### src/rtl/mem_arb_pkg.sv
// Shared definitions for the memory port arbiter and its neighbours.
package mem_arb_pkg;

  typedef enum logic [1:0] {
    IDLE   = 2'd0,
    ACCESS = 2'd1,
    RESP   = 2'd2
  } arb_state_e;

  localparam logic PORT_CORE = 1'b0;
  localparam logic PORT_DBG  = 1'b1;

  // Access width codes, shared with Memory and Control.
  localparam logic [1:0] WIDTH_BYTE = 2'd0;
  localparam logic [1:0] WIDTH_HALF = 2'd1;
  localparam logic [1:0] WIDTH_WORD = 2'd2;

endpackage

### src/rtl/rr_pick2.sv
// Two-way round-robin pick: a lone requester always wins; on a tie the
// port that was not granted last wins.
module rr_pick2
  import mem_arb_pkg::*;
(
  input  logic req0,
  input  logic req1,
  input  logic last,
  output logic valid,
  output logic winner
);

  // Pure combinational selection, no state.
  always_comb begin
    valid  = req0 | req1;
    winner = PORT_CORE;
    if (req0 && req1) begin
      winner = (last == PORT_CORE) ? PORT_DBG : PORT_CORE;
    end else if (req1) begin
      winner = PORT_DBG;
    end
  end

endmodule

### src/rtl/mem_port_arbiter.sv
// Shares the single-port memory between the core (port 0) and the debug
// loader (port 1). One transaction per grant, requests captured in IDLE.
//   state  | meaning
//   IDLE   | sample requests, memory driven from hold with wren low
//   ACCESS | winner's gnt, memory sees the captured request
//   RESP   | read data returned on rdata with winner's rvalid
module mem_port_arbiter
  import mem_arb_pkg::*;
#(
  parameter int ADDR_W = 10,
  parameter int DATA_W = 32
) (
  input  logic              clk,
  input  logic              rst,
  input  logic              c_req,
  input  logic              c_we,
  input  logic [ADDR_W-1:0] c_addr,
  input  logic [DATA_W-1:0] c_wdata,
  input  logic [1:0]        c_width,
  input  logic              c_sign,
  input  logic              d_req,
  input  logic              d_we,
  input  logic [ADDR_W-1:0] d_addr,
  input  logic [DATA_W-1:0] d_wdata,
  input  logic [1:0]        d_width,
  input  logic              d_sign,
  output logic              c_gnt,
  output logic              d_gnt,
  output logic              c_rvalid,
  output logic              d_rvalid,
  output logic [DATA_W-1:0] rdata,
  output logic [ADDR_W-1:0] mem_addr,
  output logic [DATA_W-1:0] mem_wdata,
  output logic              mem_wren,
  output logic [1:0]        mem_width,
  output logic              mem_sign,
  input  logic [DATA_W-1:0] mem_rdata
);

  arb_state_e        state_q, state_d;
  logic              last_q, last_d;
  logic              win_q, win_d;
  logic              hold_we_q, hold_we_d;
  logic [ADDR_W-1:0] hold_addr_q, hold_addr_d;
  logic [DATA_W-1:0] hold_wdata_q, hold_wdata_d;
  logic [1:0]        hold_width_q, hold_width_d;
  logic              hold_sign_q, hold_sign_d;

  logic pick_valid;
  logic pick_win;

  rr_pick2 u_pick (
    .req0   (c_req),
    .req1   (d_req),
    .last   (last_q),
    .valid  (pick_valid),
    .winner (pick_win)
  );

  // State, round-robin pointer and captured request; reset aborts in flight.
  always_ff @(posedge clk or posedge rst) begin
    if (rst) begin
      state_q      <= IDLE;
      last_q       <= PORT_DBG;
      win_q        <= PORT_CORE;
      hold_we_q    <= 1'b0;
      hold_addr_q  <= '0;
      hold_wdata_q <= '0;
      hold_width_q <= '0;
      hold_sign_q  <= 1'b0;
    end else begin
      state_q      <= state_d;
      last_q       <= last_d;
      win_q        <= win_d;
      hold_we_q    <= hold_we_d;
      hold_addr_q  <= hold_addr_d;
      hold_wdata_q <= hold_wdata_d;
      hold_width_q <= hold_width_d;
      hold_sign_q  <= hold_sign_d;
    end
  end

  // Next state, capture of the winning request, and Moore outputs.
  always_comb begin
    state_d      = state_q;
    last_d       = last_q;
    win_d        = win_q;
    hold_we_d    = hold_we_q;
    hold_addr_d  = hold_addr_q;
    hold_wdata_d = hold_wdata_q;
    hold_width_d = hold_width_q;
    hold_sign_d  = hold_sign_q;

    c_gnt    = 1'b0;
    d_gnt    = 1'b0;
    c_rvalid = 1'b0;
    d_rvalid = 1'b0;
    rdata    = '0;
    mem_wren = 1'b0;

    unique case (state_q)
      IDLE: begin
        if (pick_valid) begin
          state_d = ACCESS;
          win_d   = pick_win;
          // Pointer moves at capture; the next pick can only happen in a
          // later IDLE, so this is equivalent to moving it at the grant.
          last_d  = pick_win;
          if (pick_win == PORT_DBG) begin
            hold_we_d    = d_we;
            hold_addr_d  = d_addr;
            hold_wdata_d = d_wdata;
            hold_width_d = d_width;
            hold_sign_d  = d_sign;
          end else begin
            hold_we_d    = c_we;
            hold_addr_d  = c_addr;
            hold_wdata_d = c_wdata;
            hold_width_d = c_width;
            hold_sign_d  = c_sign;
          end
        end
      end
      ACCESS: begin
        c_gnt    = (win_q == PORT_CORE);
        d_gnt    = (win_q == PORT_DBG);
        mem_wren = hold_we_q;
        state_d  = hold_we_q ? IDLE : RESP;
      end
      RESP: begin
        c_rvalid = (win_q == PORT_CORE);
        d_rvalid = (win_q == PORT_DBG);
        rdata    = mem_rdata;
        state_d  = IDLE;
      end
      default: state_d = IDLE;
    endcase
  end

  assign mem_addr  = hold_addr_q;
  assign mem_wdata = hold_wdata_q;
  assign mem_width = hold_width_q;
  assign mem_sign  = hold_sign_q;

endmodule

### config.mk
export PLATFORM = sky130hd
export DESIGN_NAME = mem_port_arbiter
export DESIGN_NICKNAME = d
export VERILOG_FILES = /design/src/rtl/mem_arb_pkg.sv /design/src/rtl/rr_pick2.sv /design/src/rtl/mem_port_arbiter.sv
export SDC_FILE = /design/constraint.sdc
export NUM_CORES = 1
export LEC_CHECK = 0
export CORE_UTILIZATION = 34
export CTS_CLUSTER_DIAMETER = 100
export DETAILED_ROUTE_END_ITERATION = 16
export PLACE_DENSITY = 0.89
export RECOVER_POWER = 50
export REMOVE_ABC_BUFFERS = 1
export SLEW_MARGIN = 20
export SYNTH_ARGS = -nofsm -noshare
export SYNTH_HDL_FRONTEND = slang
export SYNTH_SLANG_ARGS = --single-unit
### constraint.sdc
create_clock -name clk -period 2.4 [get_ports clk]
set_clock_uncertainty 0.2 [all_clocks]
set_input_delay 0.72 -clock clk [delete_from_list [all_inputs] [get_ports clk]]
set_output_delay 0.72 -clock clk [all_outputs]
set_load 0.005 [all_outputs]
# After elaboration in Yosys (flattened, before gate mapping)
# Index checks and enable logic that the tools add are counted.
[word_totals]
ff_bits = 50
wordCells = 33
[op_classes]
eq_ne = 3
muxes = 17
bitwise_logic = 2
reduce_logical = 3
[ops]
columns = ["operator", "n"]
rows = [
  ["$mux 32", 2],
  ["$mux 1", 10],
  ["$mux 10", 1],
  ["$mux 2", 3],
  ["$pmux 2 s2", 1],
  ["$eq 2x1->1 const B", 1],
  ["$eq 2x2->1 const B", 1],
  ["$logic_not 2->1", 1],
  ["$ne 2x2->1 const B", 1],
  ["$reduce_and 2->1", 1],
  ["$logic_and 1x1->1", 1],
  ["$not 1->1", 1],
  ["$or 1x1->1", 1],
]

# Longest topological paths before layout
[depth]
depth_word = 3
mapped_depth = 5

# By module
# Synthesis repeated with hierarchy kept, for this count alone.
[unflattened]
cells_unflattened = 203
area_unflattened_um2 = 2768.9
[modules_own_cells]
columns = ["module", "instances", "cells_per_inst", "area_per_inst_um2"]
rows = [
  ["mem_port_arbiter", 1, 201, 2755.1],
  ["rr_pick2", 1, 2, 13.8],
]

# Worst setup path before layout
# OpenSTA, ideal clock, no wires.
[synth_timing]
path_kind = "input port to flip-flop"
startpoint = "in d_req"
endpoint = "reg hold_wdata_q[12], in the netlist mem_wdata[12]"
setup_ns = 0.125
arrival_time_ns = 1.754
slack_ns = 0.321
cell_stages = 5
n_path_buf = 2
cell_sequence = "a21bo_2 buf_6 buf_6 mux2_4 mux2_4"
[synth_via]
elab_chain_cells = 3
word_cells_on_any_way = 6
classes_between = "3 x mux; 1 x bitwise; 2 x reduce/logical"
[synth_lines]
columns = ["element", "line", "source"]
rows = [
  ["start: declaration", "mem_port_arbiter.sv:21", "input logic d_req,"],
  ["$mux 1 / $logic_and 1x1->1 (equally long branches)", "rr_pick2.sv:19, rr_pick2.sv:17", ""],
  ["$mux 1", "rr_pick2.sv:17", "if (req0 && req1) begin"],
  ["$mux 32", "mem_port_arbiter.sv:109", "if (pick_win == PORT_DBG) begin"],
  ["end signal: assignment", "mem_port_arbiter.sv:77", "hold_wdata_q <= hold_wdata_d;"],
  ["end: declaration", "mem_port_arbiter.sv:45", "logic [DATA_W-1:0] hold_wdata_q, hold_wdata_d;"],
]
# Parallel ways exist; a longest one is shown, timed or not.
# A chain may end at the register's enable or synchronous reset.

# Final worst setup path
[layout_timing]
startpoint = "in c_req"
endpoint = "reg hold_wdata_q[19], in the netlist mem_wdata[19]"
[layout_via]
elab_chain_cells = 3
word_cells_on_any_way = 5
classes_between = "2 x mux; 1 x bitwise; 2 x reduce/logical"
[layout_lines]
columns = ["element", "line", "source"]
rows = [
  ["start: declaration", "mem_port_arbiter.sv:15", "input logic c_req,"],
  ["$logic_and 1x1->1", "rr_pick2.sv:17", ""],
  ["$mux 1", "rr_pick2.sv:17", ""],
  ["$mux 32", "mem_port_arbiter.sv:109", ""],
]
# Parallel ways exist; a longest one is shown, timed or not.

==> results.py <==
metrics = {
    "run_status": {
        "status": "completed",
    },
    "yosys": {
        "synth_top_cell_by_area": "dfrtp_1",
        "synth.top_cell.area_share": 0.439,
        "synth-seq-cells": 50,
        "syn_inst": 204,
        "synth.distinct_cells": 16,
        "ys_seq_area_frac": 0.448,
        "ys_top_cells_by_area": "dfrtp_1, mux2_2, mux2_4",
        "synth-warning-count": 0,
        "synthesis.area_um2": 2800,
        "syn_avg_cell_area_um2": 13.7,
    },
    "die": {
        "start_util": 0.356,
        "core_um2": 7850,
        "die_area_um2": 8590,
        "io_pins": 210,
        "row_count": 32,
        "die_y_um": 92.7,
        "die_x_um": 92.7,
    },
    "global_routing": {
        "grt_remaining_overflow": 0,
        "grt_pass1_wl_um": 12600,
        "grt_util_all_layers": 0.190,
        "grt_pass1_vias": 2481,
        "grt_max_degree": 26,
        "antenna_found_initial": 0,
    },
    "timing": {
        "drv_slew": 0,
        "setup_violations": 0,
        "hold_slack_ns": 0.235,
        "fmax_ghz": 0.429,
        "period_minus_slack_ns": 2.33,
        "grt_setup_unrepaired": "false",
        "hold_viol_final": 0,
        "worstMarginPinSlew_ns": 0.647,
        "setup_tns_ns": 0,
        "timing.final.crit_share": 0.971,
        "relSlewSlack": 0.568,
    },
    "cells_and_area": {
        "layoutNonFillerInstCount": 527,
        "diodes": 0,
        "final_common_cell": "clkdlybuf4s50_1",
        "postLayoutCoreUtil": 0.657,
        "mostFrequentLayoutCells": "clkdlybuf4s50_1, mux2_2, dfrtp_1",
        "drive_gt1_frac": 0.353,
        "nets": 552,
        "area_growth_pct": 84.3,
    },
    "run": {
        "cap_violations": 0,
    },
    "drt": {
        "firstDrtPassIters": 4,
        "via_per_inst": 4.49,
        "drtIter0Drc": 54,
        "drt-total-wl_um": 8250,
        "ant_nets": 0,
        "avgRoutedWirePerCell_um": 15.7,
        "route.detailed.drc": 0,
        "vias": 2366,
    },
    "clock_network": {
        "cts_root_buffer": "clkbuf_8",
        "cts_inserted_buffers": 5,
        "cts_buffer_depth": 2,
        "htreeDepth": 2,
        "cts_sinks": 50,
        "cts.clk_slew.worst_paths_ns": 0.10,
        "clk_latency_ns": 0.30,
        "tritoncts": "done",
    },
    "power": {
        "p_leak_nw": 2.32,
        "total_power_mw": 4.95,
        "vdd_drop_max_mv": 0.603,
        "p_per_area_nw_per_um2": 961,
    },
    "critical_path": {
        "critPathKind": "in2reg",
        "startpoint": "c_req",
        "worst_setup_path_start_kind": "primary input",
        "r2r_end": "mem_wdata[19]",
        "cp_slowest_cell": "dlygate4sd3_1",
        "path_common_cell": "mux2_2",
        "max_stage_delay_ns": 0.54,
        "r2r_setup_slack_ns": 0.51,
        "required_ns": 2.40,
        "timing.rr.start": "last_q",
        "critical_path_peak_fanout": 25,
        "crit_end": "mem_wdata[19]",
        "cp-end-kind": "register",
        "critical_path.cell_chain": "dlygate4sd3_1 -> a21bo_2 -> buf_12 -> mux2_2 -> mux2_2",
        "crit_arrival_ns": 2.33,
        "reg2reg_depth": 4,
    },
    "placement": {
        "io_buffers": 209,
        "hpwl_um": 6350,
        "routabilityCongestion": 0.731,
        "place_inst": 513,
    },
    "hold_path": {
        "hold_class": "reg2reg",
    },
}
## final cells by class
class                           count  area (um2)
Inverter                            4        15.0
Tap cell                          102         128
Sequential cell                    50        1250
Clock buffer                        6        82.6
Fill cell                         605        2700
Clock inverter                      2        38.8
Multi-Input combinational cell    137        1470
Timing Repair Buffer              226        2170
## power breakdown
part           total, mW  switching [mW]  internal [mW]
combinational       2.81           0.941           1.87
clock              0.633           0.290          0.343
sequential          1.50           0.219           1.29
total               4.95            1.45           3.50
## synthesized netlist by cell type
cell type and instances:
nand2b_1 1, and2_1 34, mux2i_1 4, buf_2 6, nor3_2 1, a21bo_2 1, nor2_1 5, dfstp_2 1
nor2b_1 1, buf_4 1, mux2_2 56, inv_1 4, buf_6 3, dfrtp_1 49, clkbuf_1 3, mux2_4 34
## per-stage QoR
stage,worst slack [ns],instance area [um2]
final,0.0693,5150
after global routing,0.0222,5150
after floorplan,-1.43,2710
after detailed placement,-0.348,5100
after CTS,-0.0650,5230
after global placement,-0.349,5100
## critical path, delay by kind of cell
family	cells	cell delay, ns
multiplexers	2	0.63
AO/OA/AOI/OAI	1	0.21
buffers and inverters	2	0.75
## flip-flops by register name (all words and copies together), names as in the netlist
name	flops
mem_width	2
state_q	2
mem_wdata	32
mem_sign	1
win_q	1
mem_addr	10
hold_we_q	1
last_q	1
## worst min-delay path by stage
stage	from	end	slack, ns	cells past startpoint
after floorplan	hold_we_q	state_q[1]	0.20	1
after detailed placement	hold_we_q	state_q[1]	0.22	1
after global routing	hold_we_q	state_q[1]	0.25	1
after CTS	hold_we_q	state_q[1]	0.23	1
after global placement	hold_we_q	state_q[1]	0.22	1
final	hold_we_q	state_q[1]	0.24	1
## cell families (layout without fill, tap and decap cells)
logic type	after synthesis	count (layout)	share of synthesized area
AND/OR/NAND/NOR	42	42	0.0909
AO/OA/AOI/OAI	1	1	0.00358
buffers and inverters	17	238	0.0349
multiplexers	94	94	0.423
flip-flops	50	50	0.448
## routing by layer
layer | share of wire | global-route usage | vias to the layer above | routed length, um
met5 | 0 | 0 | - | 0
met2 | 0.55 | 0.369 | 120 | 4500
met3 | 0.094 | 0.0624 | 9 | 779
li1 | - | - | 1145 | -
met1 | 0.35 | 0.197 | 1092 | 2890
met4 | 0.010 | 0.0410 | 0 | 83
## what timing repair did
action	4_1_cts	5_1_grt
pin swaps	1	0
gates resized for setup	118	16
hold endpoints to repair	0	0
buffers inserted	4	0
cloned	2	1
hold buffers	0	0
setup endpoints to repair	37	27
(Power assumes the default switching activity.)
